### config.mk
export PLATFORM = sky130hd
export DESIGN_NAME = triangle_stream_fifo_flat
export DESIGN_NICKNAME = d
export VERILOG_FILES = /design/src/rtl/triangle_pkg.sv /design/src/rtl/triangle_stream_fifo_if.sv /design/src/rtl/triangle_fifo_ram.sv /design/src/rtl/triangle_stream_fifo.sv /design/src/flat_wrapper.sv
export SDC_FILE = /design/constraint.sdc
export NUM_CORES = 1
export LEC_CHECK = 0
export CAP_MARGIN = 10
export CORE_MARGIN = 10
export CORE_UTILIZATION = 34
export DETAILED_ROUTE_END_ITERATION = 10
export MAX_ROUTING_LAYER = met4
export PLACE_DENSITY_LB_ADDON = 0.05
export RECOVER_POWER = 50
export REMOVE_ABC_BUFFERS = 1
export SLEW_MARGIN = 10
export SYNTH_ARGS = -nofsm -noshare
export SYNTH_HDL_FRONTEND = slang
export SYNTH_SLANG_ARGS = --single-unit
### constraint.sdc
create_clock -name Clk -period 6 [get_ports Clk]
set_input_delay 0.9 -clock Clk [delete_from_list [all_inputs] [get_ports Clk]]
set_output_delay 0.9 -clock Clk [all_outputs]
set_load 0.01 [all_outputs]
### src/rtl/triangle_pkg.sv
// triangle_pkg: default triangle geometry, coordinate/vertex/triangle types and flat-width helper.
package triangle_pkg;
  localparam int DEF_WI = 2;
  localparam int DEF_WF = 2;
  localparam int DEF_VERTS = 3;
  localparam int DEF_COORDS = 3;
  typedef logic [DEF_WI+DEF_WF-1:0] coord_t;
  typedef coord_t [DEF_COORDS-1:0] vertex_t;
  typedef vertex_t [DEF_VERTS-1:0] tri_t;
  function automatic int tri_bits(int wi, int wf, int verts, int coords);
    return verts * coords * (wi + wf);
  endfunction
endpackage

### src/rtl/triangle_stream_fifo_if.sv
// triangle_stream_fifo_if: producer/consumer triangle stream handshakes; master drives, slave is the FIFO.
interface triangle_stream_fifo_if
  import triangle_pkg::*;
#(
  parameter int WI = DEF_WI,
  parameter int WF = DEF_WF,
  parameter int VERTS = DEF_VERTS,
  parameter int COORDS = DEF_COORDS
);
  logic in_valid, in_ready, out_valid, out_ready;
  logic [VERTS-1:0][COORDS-1:0][WI+WF-1:0] in_tri, out_tri;
  modport master(output in_valid, in_tri, out_ready, input in_ready, out_valid, out_tri);
  modport slave(input in_valid, in_tri, out_ready, output in_ready, out_valid, out_tri);
endinterface

### src/rtl/triangle_fifo_ram.sv
// triangle_fifo_ram: unreset triangle storage, one synchronous write port, asynchronous read port.
module triangle_fifo_ram #(
  parameter int W = 36,
  parameter int DEPTH = 4
) (
  input  logic                     clk,
  input  logic                     we,
  input  logic [$clog2(DEPTH)-1:0] waddr,
  input  logic [W-1:0]             wdata,
  input  logic [$clog2(DEPTH)-1:0] raddr,
  output logic [W-1:0]             rdata
);
  logic [W-1:0] mem [DEPTH];
  always_ff @(posedge clk) if (we) mem[waddr] <= wdata;
  assign rdata = mem[raddr];
endmodule

### src/rtl/triangle_stream_fifo.sv
// triangle_stream_fifo: FWFT triangle FIFO with status and flush.
// Define TRIANGLE_FIFO_BYPASS_EN for zero-latency pass-through when empty.
module triangle_stream_fifo
  import triangle_pkg::*;
#(
  parameter int WI = DEF_WI,
  parameter int WF = DEF_WF,
  parameter int VERTS = DEF_VERTS,
  parameter int COORDS = DEF_COORDS,
  parameter int DEPTH = 4,
  parameter int AF_THRESH = 3
) (
  input  logic                     Clk,
  input  logic                     Reset,
  input  logic                     flush,
  triangle_stream_fifo_if.slave    s,
  output logic [$clog2(DEPTH):0]   count,
  output logic                     is_empty,
  output logic                     is_full,
  output logic                     almost_full
);
  localparam int AW = $clog2(DEPTH);
  localparam int CW = AW + 1;
  localparam int TW = tri_bits(WI, WF, VERTS, COORDS);
  logic [AW-1:0] wr_ptr_q, wr_ptr_d, rd_ptr_q, rd_ptr_d;
  logic [CW-1:0] count_q, count_d;
  logic push, pop, byp;
  logic [TW-1:0] rd_data;
  triangle_fifo_ram #(.W(TW), .DEPTH(DEPTH)) u_ram (
    .clk(Clk), .we(push), .waddr(wr_ptr_q), .wdata(s.in_tri), .raddr(rd_ptr_q), .rdata(rd_data)
  );
  always_comb begin
    is_empty = count_q == '0;
    is_full = count_q == CW'(DEPTH);
    almost_full = count_q >= CW'(AF_THRESH);
`ifdef TRIANGLE_FIFO_BYPASS_EN
    byp = is_empty & s.in_valid & s.out_ready & !flush;
`else
    byp = 1'b0;
`endif
    s.in_ready = !is_full & !flush;
    s.out_valid = (!is_empty & !flush) | byp;
    s.out_tri = byp ? s.in_tri : rd_data;
    // a bypassed triangle is consumed directly, so it neither writes nor counts
    push = s.in_valid & s.in_ready & !byp;
    pop = !is_empty & !flush & s.out_ready;
    wr_ptr_d = flush ? '0 : wr_ptr_q + AW'(push);
    rd_ptr_d = flush ? '0 : rd_ptr_q + AW'(pop);
    count_d = flush ? '0 : count_q + CW'(push) - CW'(pop);
  end
  always_ff @(posedge Clk or negedge Reset)
    if (!Reset) begin
      wr_ptr_q <= '0;
      rd_ptr_q <= '0;
      count_q <= '0;
    end else begin
      wr_ptr_q <= wr_ptr_d;
      rd_ptr_q <= rd_ptr_d;
      count_q <= count_d;
    end
  assign count = count_q;
endmodule

### src/flat_wrapper.sv
// flat-port wrapper written by rule: the top's interface ports become plain ports
module triangle_stream_fifo_flat import triangle_pkg::*;
#(
  parameter int WI = DEF_WI,
  parameter int WF = DEF_WF,
  parameter int VERTS = DEF_VERTS,
  parameter int COORDS = DEF_COORDS,
  parameter int DEPTH = 4,
  parameter int AF_THRESH = 3
)
  (Clk, Reset, flush, count, is_empty, is_full, almost_full, s_in_valid, s_in_tri, s_out_ready, s_in_ready, s_out_valid, s_out_tri);
  triangle_stream_fifo_if #(.WI(WI), .WF(WF), .VERTS(VERTS), .COORDS(COORDS)) s_i ();
  input  logic Clk;
  input  logic Reset;
  input  logic flush;
  output logic [$clog2(DEPTH):0] count;
  output logic is_empty;
  output logic is_full;
  output logic almost_full;
  input wire logic [$bits(s_i.in_valid)-1:0] s_in_valid;
  input wire logic [$bits(s_i.in_tri)-1:0] s_in_tri;
  input wire logic [$bits(s_i.out_ready)-1:0] s_out_ready;
  output wire logic [$bits(s_i.in_ready)-1:0] s_in_ready;
  output wire logic [$bits(s_i.out_valid)-1:0] s_out_valid;
  output wire logic [$bits(s_i.out_tri)-1:0] s_out_tri;
  assign s_i.in_valid = s_in_valid;
  assign s_i.in_tri = s_in_tri;
  assign s_i.out_ready = s_out_ready;
  assign s_in_ready = s_i.in_ready;
  assign s_out_valid = s_i.out_valid;
  assign s_out_tri = s_i.out_tri;
  triangle_stream_fifo #(.WI(WI), .WF(WF), .VERTS(VERTS), .COORDS(COORDS), .DEPTH(DEPTH), .AF_THRESH(AF_THRESH)) u_core (.Clk(Clk), .Reset(Reset), .flush(flush), .s(s_i), .count(count), .is_empty(is_empty), .is_full(is_full), .almost_full(almost_full));
endmodule
# After elaboration in Yosys (flattened, before gate mapping)

Memories as Yosys holds them, arrays and structs flattened.
Index checks and enable logic that the tools add are counted.

Flip-flop bits (word level): 7
Bits in writable memories: 144
Input bits: 41
Output and inout bits: 44
Word-level logic and storage cells: 23
Memories kept: 1

Add/subtract/negate cells: 4
Magnitude comparators: 1
Eq/ne operators: 1
Mux-type cells: 5
Bitwise logic cells: 4
Reduce and logical (&&, ||, !) cells: 4

Memory list:

| memory           | words | bits a word | read ports | clocked after memory_dff | write ports | RTL line                | RTL |
|---|---|---|---|---|---|---|---|
| u_core.u_ram.mem | 4     | 36          | 1          | 0                        | 1           | triangle_fifo_ram.sv:13 | `logic [W-1:0] mem [DEPTH];` |

Operators by type and width:

| cell                                                                                 | count |
|---|---|
| 2-bit by 1-bit adder with 2-bit output                                               | 2 |
| 1-bit AND                                                                            | 4 |
| 2-bit 2-to-1 mux                                                                     | 2 |
| 3-bit by 1-bit adder with 3-bit output                                               | 1 |
| 3-bit equality test (second input constant)                                          | 1 |
| 3-bit by 2-bit greater-or-equal comparator with 1-bit output (second input constant) | 1 |
| 1-bit zero test                                                                      | 3 |
| 3-bit zero test                                                                      | 1 |
| 3-bit 2-to-1 mux                                                                     | 1 |
| 3-bit by 1-bit subtractor with 3-bit output                                          | 1 |
| 1-bit 2-to-1 mux                                                                     | 2 |

# Depth between registers and ports, before layout

Gate-level depths: netlist of the first run.

Depth in word-level cells: 7
Depth in mapped cells: 9
Mapped depth without buffers: 9

# Hierarchy

Synthesis of the first run repeated with hierarchy kept, for this count alone.

Cell total of the unflattened synthesis: 233
Area total of the unflattened synthesis: 5,695.5 um^2

Modules (own cells, without submodules):

| module               | instances | cells an instance | area an instance (um^2) | sequential area each (um^2) |
|---|---|---|---|---|
| triangle_fifo_ram    | 1         | 192               | 5,280.1                 | 4,324.1 |
| triangle_stream_fifo | 1         | 41                | 415.4                   | 175.2 |

# Worst setup path after synthesis of the first run

Ideal clock, no wire load.

Path kind: input -> register
From: input flush
To: memory u_core.u_ram.mem[1][0] (enable)
Library setup time: 532 ps
Arrival: 4,872 ps
Data required time: 5,468 ps
Setup slack: 596 ps
Stages on the path: 2
Buffers on the path: 0
Cells stage by stage: nand2b_1 > nor4b_1

Word-level cells in the longest chain between the ends: 5

RTL lines:

| item                                   | RTL line                   | RTL |
|---|---|---|
| start, declared                        | flat_wrapper.sv:15         | `input logic flush;` |
| 1-bit zero test                        | triangle_stream_fifo.sv:41 | `s.in_ready = !is_full & !flush;` |
| 1-bit AND                              | triangle_stream_fifo.sv:41 |  |
| 1-bit AND                              | triangle_stream_fifo.sv:45 | `push = s.in_valid & s.in_ready & !byp;` |
| 1-bit 2-to-1 mux                       | triangle_fifo_ram.sv:14    | `always_ff @(posedge clk) if (we) mem[waddr] <= wdata;` |
| 1-bit 2-to-1 mux (implied by the code) | triangle_fifo_ram.sv:14    |  |
| end, declared                          | triangle_fifo_ram.sv:13    |  |

No other way between the ends.

# Worst setup path in the final report of the first run

From: register u_core.rd_ptr_q[0]
To: output s_out_tri[1]

Word-level cells in the longest chain between the ends: 1

RTL lines:

| item                   | RTL line                   | RTL |
|---|---|---|
| start, declared        | triangle_stream_fifo.sv:25 | `logic [AW-1:0] wr_ptr_q, wr_ptr_d, rd_ptr_q, rd_ptr_d;` |
| start signal, assigned | triangle_stream_fifo.sv:58 | `rd_ptr_q <= rd_ptr_d;` |
| memory 4 x 36 bit      | n/a                        |  |
| end, declared          | flat_wrapper.sv:25         | `output wire logic [$bits(s_i.out_tri)-1:0] s_out_tri;` |

No other way between the ends.

==> run_results.csv, run 1 <==
group,metric,value,unit
min_path,worstHoldPathCells,2,
cts,cts.htree.levels,4,
global_route,grtUsageTotal,11.1,%
cts,clock_latency,0.41,ns
sta,fmax,0.263,GHz
routing,drt-total-wl,11.3,mm
sta,slew_viol_final,0,
sta,setup-tns-final,0,ns
synthesis,postSynthAreaPerCell,24.6,um2
global_route,grt-ovfl-total,0,
synthesis,ys_types,23,
critical_path,end_kind,"output port",
cts,postCtsHoldBufs,0,
synthesis,ys_warn_count,0,
power,finalPower,0.00266,W
layout,final_cells,565,
routing,vias,2592,
place,placed_cells,532,
floorplanning,fp-row-count,47,
cts,post_cts_buffers,0,
sta,setup_ws,2.20,ns
sta,setup_viol,0,
synthesis,synth_area_leader_cell,"edfxtp_1",
floorplanning,start_util,34.4,%
synthesis,ys_seq_area_share,79.4,%
sta,grt_setup_unrepaired,"false",
sta,skew,0.00605,ns
synthesis,synth_top_area_share,76.3,%
global_route,grt_pass1_wl,17.5,mm
place,place_congestion,0.675,
global_route,grt_max_degree,38,
critical_path,critPathKind,"reg -> out",
layout,syn_to_final_growth,29.1,%
place,portBuffers,84,
place,pre_cts_ws,2.39,ns
routing,drt-initial-drc-count,107,
critical_path,required,5.10,ns
critical_path,path_max_fanout,24,
sta,maxSlewHeadroom,21.6,%
power,power_leakage,2.36,nW
sta,worst_pin_slew,1.18,ns
global_route,first_global_vias,2892,
sta,finalCritPeriodShare,63.4,%
cts,cts_root_buffer,"clkbuf_16",
cts,cts_max_path_buffers,2,
cts,clkSinkCount,151,
floorplanning,die_w,149,um
sta,period_needed,3.80,ns
run_status,status,"finished, final reports clean",
floorplanning,fp.dieH,149,um
routing,drtAntennaViolNets,0,
power,power_density,363,nW/um2
layout,nNetsFinal,378,
flow_run,cap_violations,0,
routing,vias_per_cell,4.59,
cts,cts_tree,"done",
routing,wire_per_inst,20.0,um
floorplanning,die_area,22200,um2
synthesis,yosys_register_bits,151,
min_path,hp-class,"reg -> reg",
routing,drtPass1Iterations,4,
routing,drc,0,
cts,numCtsBuffers,17,
floorplanning,core_area,16500,um2
synthesis,synth_cells,230,
layout,layout-drive-gt1-share,18.9,%
synthesis,ys_top_cells_by_area,"edfxtp_1 76%, mux4_2 12%, dfrtp_1 3.1%, mux4_1 2.8%, ha_1 1.1%",
layout,fillers,1448,
synthesis,synth_area,5670,um2
sta,hold_viol,0,
critical_path,startpoint_type,"flop",
cts,post_cts_resized,0,
place,dp_hpwl,7.02,mm
cts,clk_pin_slew_worst_paths,0.06,ns
global_route,antenna_found_initial,2,
critical_path,reg2regPathDepth,3,
critical_path,cp.arrival,2.90,ns
power,peakVddDrop,192,uV
floorplanning,ios,85,
-- kinds of logic (layout without fill, tap and decap cells) --
family                     Yosys count  in the layout  share of synthesized area [%]
buffers and inverters               13            127                           1.94
DFF                                151            151                           79.4
xor gates and xnor gates             3              3                          0.464
muxes                               36             36                           14.7
other                                0              1                              0
and+or+nand+nor                     20             20                           1.99
AOI/OAI and AO/OA                    1              1                         0.0882
adders and majority gates            6              6                           1.46
-- synth_stat cells --
master and instances:
nor3b_2 1, dfrtp_1 7, nand2_1 2, mux4_2 30, buf_6 1, nor2b_1 3, buf_12 3, nor3b_1 1
edfxtp_1 144, nor4_1 1, o21ai_0 1, ha_1 5, inv_1 4, clkbuf_1 1, mux4_1 6, nor4b_1 2
xor2_1 1, fa_1 1, nor3_1 2, nor2_1 7, nand2b_1 1, xnor2_1 2, buf_2 4
-- where the power goes --
group	internal, W	switching, W	leakage (nW)	total, W
clock network	0.000642	0.000380	0.278	0.00102
registers	0.00121	0.0000417	1.40	0.00125
logic	0.000227	0.000161	0.689	0.000388
-- through the flow --
| step | hold WS, ns | area [um2] | util (%) |
|---|---|---|---|
| 3_3_place_gp | 0.623 | 6770 | 41.1 |
| 5_1_grt | 0.674 | 7320 | 44.5 |
| 6_report | 0.609 | 7320 | 44.5 |
| 3_5_place_dp | 0.636 | 6770 | 41.1 |
| 4_1_cts | 0.648 | 7340 | 44.6 |
| 2_1_floorplan | 0.554 | 5570 | - |
-- metal layers --
metal / part of all wire [%] / up-vias / global-route usage (%)
li1: - / 1178 / -
met1: 43 / 1328 / 13.0
met2: 50 / 66 / 17.2
met3: 5.2 / 20 / 3.70
met4: 1.8 / 0 / 4.56
met5: 0 / - / -
-- flip-flops by register name, indices dropped and copies added, names as in the netlist --
name	cells
u_core.count	3
u_core.u_ram.mem	144
u_core.wr_ptr_q	2
u_core.rd_ptr_q	2
-- area by class of cell --
class | count | area, um2 | area share [%]
repair buffers | 91 | 886 | 12.1
diodes | 1 | 2.50 | 0.0342
clock inverters | 13 | 136 | 1.86
multi-input cells | 66 | 1070 | 14.6
flip-flops and latches | 151 | 4500 | 61.5
well taps | 220 | 275 | 3.76
inverters | 4 | 15.0 | 0.205
clock buffers | 19 | 433 | 5.91
-- critical path, stage by stage, from the launching register on --
cell             delay, ns
dfrtp_2               0.90
buf_4                 0.44
mux4_1                0.60
clkdlybuf4s50_1       0.51
-- placed cells by master, fill, tap and decap left out, types with 2 or more instances in the layout --
master,netlist,final
buf_4,0,5
bufinv_16,0,3
clkbuf_1,1,4
clkbuf_16,0,17
clkdlybuf4s50_1,0,44
clkinv_1,0,5
clkinv_2,0,4
dfrtp_1,7,5
dfrtp_2,0,2
dlygate4sd3_1,0,40
edfxtp_1,144,144
ha_1,5,5
inv_1,4,4
mux4_1,6,6
mux4_2,30,30
nand2_1,2,2
nor2_1,7,7
nor2b_1,3,3
xnor2_1,2,2
-- worst paths after layout --
check                                        startpoint                          endpoint  slack, ns
max                        u_core.rd_ptr_q[0]$_DFF_PN0_                      s_out_tri[1]       2.20
min                        u_core.wr_ptr_q[1]$_DFF_PN0_      u_core.wr_ptr_q[1]$_DFF_PN0_       0.61
max reg2reg                   u_core.count[1]$_DFF_PN0_  u_core.u_ram.mem[0][0]$_DFFE_PP_       3.66
min reg2reg                u_core.wr_ptr_q[1]$_DFF_PN0_      u_core.wr_ptr_q[1]$_DFF_PN0_       0.61
max in group asynchronous                         Reset      u_core.rd_ptr_q[0]$_DFF_PN0_       4.91
min in group asynchronous                         Reset         u_core.count[2]$_DFF_PN0_       0.82
No activity file was read; power rests on OpenSTA's default activity.
==> run 2: changes to the inputs <==
- clock period: 6 -> 3.5 ns (I/O delays scaled with it)
==> run 2 against run 1 <==
Net effect: total power rose by 76%; combinational power up 83%; register-to-register slack lost 2.4 ns; worst hold slack worse by 0.15 ns; non-clock buffer count increased by 3; sequential power is 69% higher; clock skew is 0.0013 ns lower; critical path type unchanged; largest power group unchanged.
==> run_results.csv, run 2 (synthesized netlist as in run 1, its figures left out) <==
group,metric,value,unit
routing,drtAntennaViolNets,0,
global_route,grt_max_degree,37,
place,placed_cell_area,6830,um2
cts,clk_pin_slew_worst_paths,0.06,ns
flow_run,cap_violations,0,
global_route,antenna_found_initial,0,
power,power_density,632,nW/um2
cts,post_cts_buffers,0,
sta,fmax,0.353,GHz
sta,hold_viol,0,
routing,drc,0,
critical_path,path_max_fanout,10,
floorplanning,fp-row-count,47,
sta,period_needed,2.83,ns
sta,setup-tns-final,0,ns
sta,finalCritPeriodShare,80.9,%
min_path,hp-class,"in -> async",
routing,vias_per_cell,4.62,
global_route,grt_pass1_wl,17.3,mm
power,finalPower,0.00469,W
sta,grt_setup_unrepaired,"false",
sta,skew,0.00472,ns
power,power_leakage,2.41,nW
layout,largest-register,"u_core.u_ram.mem",
layout,layout-drive-gt1-share,21.3,%
routing,wire_per_inst,19.7,um
floorplanning,die_area,22200,um2
cts,post_cts_resized,0,
sta,maxSlewHeadroom,25.4,%
floorplanning,ios,85,
cts,clkSinkCount,151,
power,peakVddDrop,340,uV
cts,cts_max_path_buffers,2,
sta,worst_pin_slew,1.12,ns
layout,fillers,1440,
floorplanning,fp.dieH,149,um
layout,syn_to_final_growth,30.8,%
layout,nNetsFinal,381,
layout,final_cells,567,
layout,fin_util,45.0,%
layout,diodes,0,
run_status,status,"finished, final reports clean",
cts,cts.htree.levels,4,
cts,cts_root_buffer,"clkbuf_16",
cts,postCtsHoldBufs,0,
layout,largest_reg_flops,144,
layout,final_cell_mix,"144 x edfxtp_1, 44 x clkdlybuf4s50_1, 40 x dlygate4sd3_1, 30 x mux4_2, 17 x clkbuf_16",
critical_path,required,2.97,ns
cts,numCtsBuffers,17,
cts,cts_tree,"done",
critical_path,cp.arrival,2.31,ns
global_route,first_global_vias,2929,
routing,drtPass1Iterations,4,
floorplanning,start_util,34.4,%
routing,drt-initial-drc-count,172,
sta,setup_viol,0,
cts,clock_latency,0.41,ns
critical_path,critPathKind,"reg -> out",
place,placed_cells,535,
place,dp_hpwl,7.01,mm
global_route,grtUsageTotal,11.0,%
sta,slew_viol_final,0,
routing,vias,2619,
global_route,grt-ovfl-total,0,
floorplanning,core_area,16500,um2
critical_path,end_kind,"output port",
floorplanning,die_w,149,um
layout,final_common_cell,"edfxtp_1",
place,place_congestion,0.719,
place,portBuffers,84,
critical_path,startpoint_type,"flop",
layout,finalInstanceArea,7410,um2
routing,drt-total-wl,11.2,mm
[run 2: cell types whose count changed in the layout (fill, tap and decap cells not counted), sizes merged]
cell	change
clkinv	-1
bufinv	+1
clkbuf	-1
diode	-1
inv	+1
buf	+3
[run 2: final timing paths]
check                                              from                               end  slack, ns  depth (start not counted)
hold / removal                                    Reset         u_core.count[1]$_DFF_PN0_       0.45                          1
min in group Clk           u_core.wr_ptr_q[1]$_DFF_PN0_      u_core.wr_ptr_q[1]$_DFF_PN0_       0.64                          2
setup reg to reg              u_core.count[1]$_DFF_PN0_  u_core.u_ram.mem[0][2]$_DFFE_PP_       1.30                          3
max in group asynchronous                         Reset      u_core.rd_ptr_q[0]$_DFF_PN0_       2.77                          1
hold reg to reg            u_core.wr_ptr_q[1]$_DFF_PN0_      u_core.wr_ptr_q[1]$_DFF_PN0_       0.64                          2
setup / recovery           u_core.rd_ptr_q[0]$_DFF_PN0_                      s_out_tri[3]       0.67                          3
[run 2: through the flow]
stage / hold WS [ns] / worst slack, ns
floorplan: 0.229 / -1.53
global placement: 0.635 / 0.823
detailed placement: 0.620 / 0.784
CTS: 0.385 / 0.585
global route: 0.459 / 0.530
finish: 0.455 / 0.667
[run 2: final cells by class]
| class | instances | area, um2 | share of cell area, % |
|---|---|---|---|
| Sequential cell | 151 | 4500 | 60.7 |
| Multi-Input combinational cell | 66 | 1080 | 14.5 |
| Timing Repair Buffer | 94 | 935 | 12.6 |
| Clock buffer | 18 | 429 | 5.79 |
| Tap cell | 220 | 275 | 3.71 |
| Clock inverter | 14 | 181 | 2.45 |
| Inverter | 4 | 15.0 | 0.202 |
[run 2: power breakdown]
group	total (W)	internal [W]	switching [W]
combinational	0.000710	0.000401	0.000309
sequential	0.00211	0.00207	0.0000430
clock	0.00187	0.00119	0.000683
total	0.00469	0.00365	0.00103
[run 2: layer usage]
metal | GRT usage (%) | routed length, um | vias up
met3 | 3.88 | 412 | 12
met4 | 3.88 | 131 | 0
li1 | - | - | 1180
met5 | - | 0 | -
met2 | 17.1 | 5620 | 57
met1 | 13.0 | 4990 | 1370
[run 2: worst max-delay path, cell delays in order (launching register included)]
cell and delay [ns]:
dfrtp_2 0.51, buf_4 0.30, mux4_1 0.58, clkdlybuf4s50_1 0.50
